### src/rtl/tx_seg_pkg.sv
// Shared types and widths for the TX payload segment request generator.
// Latency: n/a (types and helpers only).
// Backpressure: n/a.
`ifndef FLOW_ID_W
`define FLOW_ID_W 8
`endif
`ifndef PAYLOAD_PTR_W
`define PAYLOAD_PTR_W 12
`endif
`ifndef MSG_DATA_SIZE_WIDTH
`define MSG_DATA_SIZE_WIDTH 16
`endif

package tx_seg_pkg;

  localparam int FLOW_W = `FLOW_ID_W;
  localparam int PTR_W  = `PAYLOAD_PTR_W;
  localparam int SIZE_W = `MSG_DATA_SIZE_WIDTH;

  typedef enum logic {
    IDLE  = 1'b0,
    ISSUE = 1'b1
  } seg_state_e;

  typedef struct packed {
    logic [FLOW_W-1:0] flowid;
    logic [PTR_W-1:0]  offset;
    logic [SIZE_W-1:0] size;
  } rd_mem_req_struct;

  // Unsigned min of the bytes still to send and the segment cap.
  function automatic logic [SIZE_W-1:0] seg_min(input logic [SIZE_W-1:0] remaining,
                                                input logic [SIZE_W-1:0] mss);
    return (remaining < mss) ? remaining : mss;
  endfunction

endpackage

### src/rtl/tx_seg_credit_cnt.sv
// Credit counter: tracks issued read requests whose last data beat is still pending.
// Latency: count updates on the cycle after a consume/return event.
// Backpressure: none; a return while full is a protocol error and saturates.
module tx_seg_credit_cnt #(
  parameter int MAX_OUTSTANDING = 4,
  parameter int CREDIT_W        = $clog2(MAX_OUTSTANDING + 1)
) (
  input  logic                clk,
  input  logic                rst,
  input  logic                consume,
  input  logic                credit_ret,
  output logic [CREDIT_W-1:0] count
);

  localparam logic [CREDIT_W-1:0] MAX_CNT = CREDIT_W'(MAX_OUTSTANDING);

  logic [CREDIT_W-1:0] count_q;
  logic [CREDIT_W-1:0] count_d;

  // Next count: consume and return together cancel; return at full saturates.
  always_comb begin
    count_d = count_q;
    if (consume && !credit_ret) begin
      if (count_q != '0) count_d = count_q - 1'b1;
    end else if (credit_ret && !consume) begin
      if (count_q != MAX_CNT) count_d = count_q + 1'b1;
    end
  end

  // Count register, full credits out of reset.
  always_ff @(posedge clk) begin
    if (!rst) count_q <= MAX_CNT;
    else      count_q <= count_d;
  end

  assign count = count_q;

  // A last beat with no outstanding request means the snoop and issue sides disagree.
  credit_overflow_a: assert property (@(posedge clk) disable iff (!rst)
    !(credit_ret && !consume && (count_q == MAX_CNT)))
    else $error("credit return while counter already full");

endmodule

### src/rtl/tx_payload_seg_req_gen.sv
// Splits send commands into MSS-sized payload read requests, throttled by snooped credits.
// Latency: first request the cycle after command accept; segments back-to-back; done pulse after last handshake.
// Backpressure: cmd_rdy low while issuing; request fields hold while rdy is low or credits are exhausted.
module tx_payload_seg_req_gen
  import tx_seg_pkg::*;
#(
  parameter int MSS_BYTES       = 1460,
  parameter int MAX_OUTSTANDING = 4,
  parameter int CREDIT_W        = $clog2(MAX_OUTSTANDING + 1)
) (
  input  logic                clk,
  input  logic                rst,
  input  logic                src_seg_cmd_val,
  input  logic [FLOW_W-1:0]   src_seg_cmd_flowid,
  input  logic [PTR_W-1:0]    src_seg_cmd_offset,
  input  logic [SIZE_W-1:0]   src_seg_cmd_len,
  output logic                seg_src_cmd_rdy,
  output logic                seg_dst_rd_mem_req_val,
  output logic [FLOW_W-1:0]   seg_dst_rd_mem_req_flowid,
  output logic [PTR_W-1:0]    seg_dst_rd_mem_req_offset,
  output logic [SIZE_W-1:0]   seg_dst_rd_mem_req_size,
  input  logic                dst_seg_rd_mem_req_rdy,
  input  logic                snoop_tx_data_val,
  input  logic                snoop_tx_data_rdy,
  input  logic                snoop_tx_data_last,
  output logic                seg_cmd_done_val,
  output logic [FLOW_W-1:0]   seg_cmd_done_flowid,
  output logic [CREDIT_W-1:0] credits_avail
);

  localparam logic [SIZE_W-1:0] MSS_C = SIZE_W'(MSS_BYTES);

  seg_state_e        state_q, state_d;
  logic [FLOW_W-1:0] flowid_q, flowid_d;
  logic [PTR_W-1:0]  offset_q, offset_d;
  logic [SIZE_W-1:0] remaining_q, remaining_d;
  logic              done_val_q, done_val_d;
  logic [FLOW_W-1:0] done_flowid_q, done_flowid_d;

  rd_mem_req_struct  req;
  logic              req_val;
  logic              req_fire;
  logic              credit_ret;

  // Request fields come straight from registers so no rdy reaches any val.
  always_comb begin
    req.flowid = flowid_q;
    req.offset = offset_q;
    req.size   = seg_min(remaining_q, MSS_C);
    req_val    = (state_q == ISSUE) && (credits_avail != '0);
    req_fire   = req_val && dst_seg_rd_mem_req_rdy;
    credit_ret = snoop_tx_data_val && snoop_tx_data_rdy && snoop_tx_data_last;
  end

  // Next-state and datapath: accept in IDLE, walk the buffer in ISSUE.
  always_comb begin
    state_d       = state_q;
    flowid_d      = flowid_q;
    offset_d      = offset_q;
    remaining_d   = remaining_q;
    done_val_d    = 1'b0;
    done_flowid_d = done_flowid_q;
    unique case (state_q)
      IDLE: begin
        if (src_seg_cmd_val) begin
          flowid_d    = src_seg_cmd_flowid;
          offset_d    = src_seg_cmd_offset;
          remaining_d = src_seg_cmd_len;
          if (src_seg_cmd_len == '0) begin
            done_val_d    = 1'b1;
            done_flowid_d = src_seg_cmd_flowid;
          end else begin
            state_d = ISSUE;
          end
        end
      end
      ISSUE: begin
        if (req_fire) begin
          // Truncation to the pointer width gives the circular-buffer wrap.
          offset_d    = offset_q + PTR_W'(req.size);
          remaining_d = remaining_q - req.size;
          if (remaining_q == req.size) begin
            state_d       = IDLE;
            done_val_d    = 1'b1;
            done_flowid_d = flowid_q;
          end
        end
      end
      default: state_d = IDLE;
    endcase
  end

  // State and datapath registers; reset abandons any in-flight command.
  always_ff @(posedge clk) begin
    if (!rst) begin
      state_q       <= IDLE;
      flowid_q      <= '0;
      offset_q      <= '0;
      remaining_q   <= '0;
      done_val_q    <= 1'b0;
      done_flowid_q <= '0;
    end else begin
      state_q       <= state_d;
      flowid_q      <= flowid_d;
      offset_q      <= offset_d;
      remaining_q   <= remaining_d;
      done_val_q    <= done_val_d;
      done_flowid_q <= done_flowid_d;
    end
  end

  tx_seg_credit_cnt #(
    .MAX_OUTSTANDING (MAX_OUTSTANDING),
    .CREDIT_W        (CREDIT_W)
  ) u_credit (
    .clk        (clk),
    .rst        (rst),
    .consume    (req_fire),
    .credit_ret (credit_ret),
    .count      (credits_avail)
  );

  assign seg_src_cmd_rdy           = (state_q == IDLE);
  assign seg_dst_rd_mem_req_val    = req_val;
  assign seg_dst_rd_mem_req_flowid = req.flowid;
  assign seg_dst_rd_mem_req_offset = req.offset;
  assign seg_dst_rd_mem_req_size   = req.size;
  assign seg_cmd_done_val          = done_val_q;
  assign seg_cmd_done_flowid       = done_flowid_q;

endmodule
### config.mk
export PLATFORM = sky130hd
export DESIGN_NAME = tx_payload_seg_req_gen
export DESIGN_NICKNAME = d
export VERILOG_FILES = /design/src/rtl/tx_seg_pkg.sv /design/src/rtl/tx_seg_credit_cnt.sv /design/src/rtl/tx_payload_seg_req_gen.sv
export SDC_FILE = /design/constraint.sdc
export NUM_CORES = 1
export LEC_CHECK = 0
export CAP_MARGIN = 20
export CORE_MARGIN = 1.5
export CORE_UTILIZATION = 44
export CTS_CLUSTER_SIZE = 28
export DETAILED_ROUTE_END_ITERATION = 16
export HOLD_SLACK_MARGIN = 0.1
export PLACE_DENSITY = 0.77
export SLEW_MARGIN = 10
export SYNTH_ARGS = -nofsm -noshare
export SYNTH_HDL_FRONTEND = slang
export SYNTH_HIERARCHICAL = 1
export SYNTH_SLANG_ARGS = --single-unit
### constraint.sdc
create_clock -name clk -period 3.45 [get_ports clk]
set_clock_uncertainty 0.15 [all_clocks]
set_input_delay 0.69 -clock clk [delete_from_list [all_inputs] [get_ports clk]]
set_output_delay 0.69 -clock clk [all_outputs]
set_load 0.1 [all_outputs]
# Word-level counts from Yosys, hierarchy flattened
# Index checks and enable logic that the tools add are counted.
# Widths: inputs -> output; s select.
[word_totals] mem_count=0 rom_bits=0 word_cells=62 in_bits=43 latch_bits=0 ramBits=0 ff_bits=49
[op_classes] n_reduce_logical=16 shift=0 multipliers=0 n_eq_ne=7 order_cmp=1 bitwise_logic=1 div_mod_pow=0 n_mux=26 n_addsub=4
[ops] cell="$mux 16" n=3
[ops] cell="$mux 8" n=4
[ops] cell="$pmux 16 s2" n=1
[ops] cell="$mux 12" n=2
[ops] cell="$pmux 12 s2" n=1
[ops] cell="$eq 16x16->1" n=1
[ops] cell="$logic_not 16->1" n=1
[ops] cell="$lt 16x11->1 const B" n=1
[ops] cell="$pmux 8 s2" n=1
[ops] cell="$sub 16x16->16" n=1
[ops] cell="$add 12x12->12" n=1
[ops] cell="$mux 3" n=4
[ops] cell="$mux 1" n=8
[ops] cell="$logic_and 1x1->1" n=6
[ops] cell="$ne 2x1->1 const B" n=3
[ops] cell="$ne 2x2->1 const B" n=2
[ops] cell="$pmux 1 s2" n=2
[ops] cell="$reduce_and 2->1" n=2
[ops] cell="$reduce_and 4->1" n=1
[ops] cell="$reduce_bool 2->1" n=2
[ops] cell="$add 3x1->3 const B" n=1
[ops] cell="$ne 3x3->1 const B" n=1
[ops] cell="$reduce_and 3->1" n=1
[ops] cell="$reduce_bool 3->1" n=1
[ops] cell="3 further kinds" n=4

# Depth between registers and ports, before layout
[depth] depth_word=7 ltp_mapped=14

# Cells and area by module
# The synthesis kept the hierarchy.
[modules_own_cells] mod="tx_payload_seg_req_gen" seq_area_each_um2=920.9 cells_per_inst=412 area_per_inst_um2=3178.0 instances=1
[modules_own_cells] mod="tx_seg_credit_cnt" seq_area_each_um2=60.1 cells_per_inst=24 area_per_inst_um2=203.9 instances=1

# Least setup slack after synthesis
# No wires, ideal clock.
[synth_timing] path_kind="register to register" start="register remaining_q[2]" end="register offset_q[10] (netlist: seg_dst_rd_mem_req_offset[10])" synth_period_minus_slack_ps=4456 path_slack_ps=-1006 required_time_ps=3185 n_path_buf=1 stages_incl_launch_ff=13 arrival_ps=4191 cell_sequence="dfxtp_1 > buf_6 > o211a_4 > o311ai_4 > nand2_1 > nor2_1 > ha_1 > o21a_1 > o31a_1 > o31ai_1 > a22oi_1 > mux2i_1 > a2111oi_0"
[synth_via] elab_chain_len=5
[synth_lines] element="start, declared" line="tx_payload_seg_req_gen.sv:36" source="logic [SIZE_W-1:0] remaining_q, remaining_d;"
[synth_lines] element="start signal, assigned" line="tx_payload_seg_req_gen.sv:106" source="remaining_q <= remaining_d;"
[synth_lines] element="$lt 16x11->1" line="tx_seg_pkg.sv:34" source="return (remaining < mss) ? remaining : mss;"
[synth_lines] element="$mux 16" line="tx_seg_pkg.sv:34"
[synth_lines] element="net seg_dst_rd_mem_req_size[3]" line="tx_payload_seg_req_gen.sv:21" source="output logic [SIZE_W-1:0] seg_dst_rd_mem_req_size,"
[synth_lines] element="$add 12x12->12" line="tx_payload_seg_req_gen.sv:80" source="offset_d = offset_q + PTR_W'(req.size);"
[synth_lines] element="$mux 12" line="tx_payload_seg_req_gen.sv:78" source="if (req_fire) begin"
[synth_lines] element="$pmux 12 s2" line="tx_payload_seg_req_gen.sv:63" source="unique case (state_q)"
[synth_lines] element="end signal, assigned" line="tx_payload_seg_req_gen.sv:105" source="offset_q <= offset_d;"
[synth_lines] element="end, declared" line="tx_payload_seg_req_gen.sv:35" source="logic [PTR_W-1:0] offset_q, offset_d;"
# The timed path passes the listed nets, and every way through them passes these cells. The select of a mux whose other input is x is not followed.
# A chain may end at the register's enable or synchronous reset.

# Worst setup path after layout
[layout_timing] start="register remaining_q[3]" end="register offset_q[10] (netlist: seg_dst_rd_mem_req_offset[10])"
[layout_via] elab_chain_len=5
[layout_lines] element="$lt 16x11->1" line="tx_seg_pkg.sv:34"
[layout_lines] element="$mux 16 *" line="tx_seg_pkg.sv:34"
[layout_lines] element="$add 12x12->12 *" line="tx_payload_seg_req_gen.sv:80"
[layout_lines] element="$mux 12 *" line="tx_payload_seg_req_gen.sv:78"
[layout_lines] element="$pmux 12 s2 *" line="tx_payload_seg_req_gen.sv:63"
# Mark *: on every way between the ends. The rest lies on a longest branch, timed or not. The select of a mux whose other input is x is not followed.

==> impl_metrics.toml <==
[grt]
grt_usage = 0.244
grt_pass1_vias = 3417
grt_pass1_wl_mm = 16.4
grt_max_degree = 35
antenna_found_initial = 0
gr-total-overflow = 0

[placed_design]
gp_congestion = 0.961
portBuffers = 87
hpwl_mm = 7.46
place_area_mm2 = 0.00437

[power_and_ir_drop]
p_leak_nw = 1.83
peakVddDrop_v = 0.000266
p_per_area_mw_per_mm2 = 534

[sta]
finalHoldViolations = 0
slew_violations = 0
setup-violations-final = 0
tightest_slew_ns = 0.524
slew_headroom = 0.648
min_period_over_period = 0.937
hold_ws_ns = 0.332
rsz0062_at_grt = "no"
setup_tns_ns = 0
max_freq_ghz = 0.309
period_needed_ns = 3.23

[logic_synthesis]
seq_area_frac_synth = 0.290
yosysMostFrequentCell = "dfxtp_1"
synthDominantCellAreaShare = 0.290
dominantRegCellSynth = "dfxtp_1"
ys_ff_latch = 49
synth-edff-count = 0
synth.area.top_cells = "dfxtp_1, a21oi_1, nand2_1"
yosys_warnings = 6
postSynth.asyncResetShare = 0
synth_commonest_cells = "dfxtp_1, nand2_1, nor2_1, a21oi_1, o21ai_0"
synthDistinctLibCells = 67
syn_avg_cell_area_um2 = 7.76
syn_inst = 436
synth_area_mm2 = 0.00338
yosys.area.top_type = "dfxtp_1"

[outcome]
outcome = "completed"

[worst_setup_path]
worst-setup-path-type = "reg -> reg"
start_kind = "flip-flop"
path_cells = "o211a_4 > o311ai_4 > and3_2 > ha_1 > inv_1 > fa_1 > nor2b_2 > o31a_1 > o31ai_1 > a22oi_1 > mux2i_1 > a2111oi_2"
critical_path.top_delay_family = "compound AO/OA/AOI/OAI gates"
r2r-start = "remaining_q[3]"
arrival_ns = 3.28
slowest_delay_ns = 0.40
path_buf_inv = 1
crit_required_ns = 3.50
crit_path_end_kind = "flip-flop"
cp_max_fo = 5
cpMaxStageDelayCell = "fa_1"
cp_num_cells = 12
reg2regPathDepth = 12
startpoint = "remaining_q[3]"

[floorplanning]
start_util = 0.461
die_w_um = 90.7
io-pin-count = 93
fp.coreArea_mm2 = 0.00733
die-height_um = 90.7
rows = 31
dieArea_mm2 = 0.00822

[cts]
htree_levels = 2
cts.clk_slew.worst_paths_ns = 0.10
cts_root_buf = "clkbuf_8"
cts_tree = "yes"
postCtsHoldBufs = 0
clk_path_buf_depth = 2
cts_made_buffers = 5
cts_sinks = 49
post_cts_buffers = 0
clk_latency_ns = 0.31

[flow_run]
maxCapViolCount = 0

[min_path]
min_path_type = "reg -> reg"
min_from = "seg_dst_rd_mem_req_flowid[7]"
whs_path_depth = 2

[final_layout]
nNetsFinal = 580
final_util = 0.613
drive_gt1_frac = 0.195
area_growth_pct = 32.9
antenna_cells = 0
design_area_mm2 = 0.00449

[route]
ant_nets = 0
wire_per_inst_um = 16.2
post_drt_via_cell_ratio = 5.85
route.detailed.drc = 0
routed_wl_mm = 10.1
vias = 3636
drt_iter0_drc = 183
first_pass_iters = 5
-- power breakdown --
part | internal (mW) | switching (mW) | leakage (nW)
sequential | 0.621 | 0.0607 | 0.403
combinational | 0.394 | 0.892 | 1.37
clock | 0.217 | 0.213 | 0.0543
-- flip-flops by register name (all words and copies together) (netlist names) --
| register | count |
|---|---|
| u_credit/count | 3 |
| state_q | 1 |
| seg_cmd_done_flowid | 8 |
| seg_cmd_done_val | 1 |
| remaining_q | 16 |
| seg_dst_rd_mem_req_offset | 12 |
| seg_dst_rd_mem_req_flowid | 8 |
-- cell type report --
cell class                 count  area (µm²)
clock buffer                   5        68.8
sequential                    49         981
fill                         641        2840
inverter                      18        71.3
timing repair buffer         107         958
multi-input combinational    341        2240
clock inverter                 3        46.3
tap                           99         124
-- per-layer routing --
metal / GRT usage / part of all wire
met4: 0.0661 / 0.013
met5: 0 / 0
met2: 0.414 / 0.49
met1: 0.316 / 0.44
met3: 0.0429 / 0.058
-- per-stage QoR --
step                      total power, mW  std cells  worst slack (ns)
after floorplan                      1.66        440            -0.147
after global placement               1.95        614             0.351
after detailed placement             1.96        614             0.146
after CTS                            2.39        622            0.0987
after global routing                 2.52        622            0.0232
final                                2.40        622             0.219
-- repair_timing --
item,in CTS,in global routing
resized for setup,0,4
hold endpoints to repair,0,0
setup endpoints to repair,0,1
-- layout by cell type, fill, tap and decap left out, drive strengths merged, types with 3 or more instances in the layout --
cell / count
a211oi: 17
a21o: 6
a21oi: 40
a221oi: 4
a22o: 3
a22oi: 4
a31oi: 8
and2: 7
and3: 7
buf: 65
clkbuf: 5
clkdlybuf4s50: 42
conb: 6
dfxtp: 49
ha: 13
inv: 17
mux2i: 13
nand2: 47
nand2b: 6
nand3: 6
nor2: 45
nor2b: 5
nor3: 11
nor4: 5
o211a: 3
o211ai: 5
o21a: 3
o21ai: 33
o311ai: 6
or3: 3
-- final timing paths --
| kind | to | slack, ns |
|---|---|---|
| min reg2reg | seg_dst_rd_mem_req_flowid[7] | 0.33 |
| max reg2reg | seg_dst_rd_mem_req_offset[10] | 0.22 |
| min | seg_dst_rd_mem_req_flowid[7] | 0.33 |
| max | seg_dst_rd_mem_req_offset[10] | 0.22 |
-- logic make-up (layout without fill, tap and decap cells) --
family	Yosys count	count (layout)	synth area share
xor+xnor	3	3	0.00777
compound gates	152	152	0.316
buf+inv	50	133	0.0681
other cells	2	6	0.00222
fa+ha+maj	15	15	0.0599
mux	14	14	0.0418
flops	49	49	0.290
simple gates	151	151	0.214
-- worst reg2reg max path, delay by kind of cell (launching register included) --
family	cells	cell delay (ns)
flops	1	0.36
fa+ha+maj	2	0.60
buf+inv	1	0.07
simple gates	2	0.43
compound gates	6	1.39
mux	1	0.12
Power figures use the tool's default switching activity.
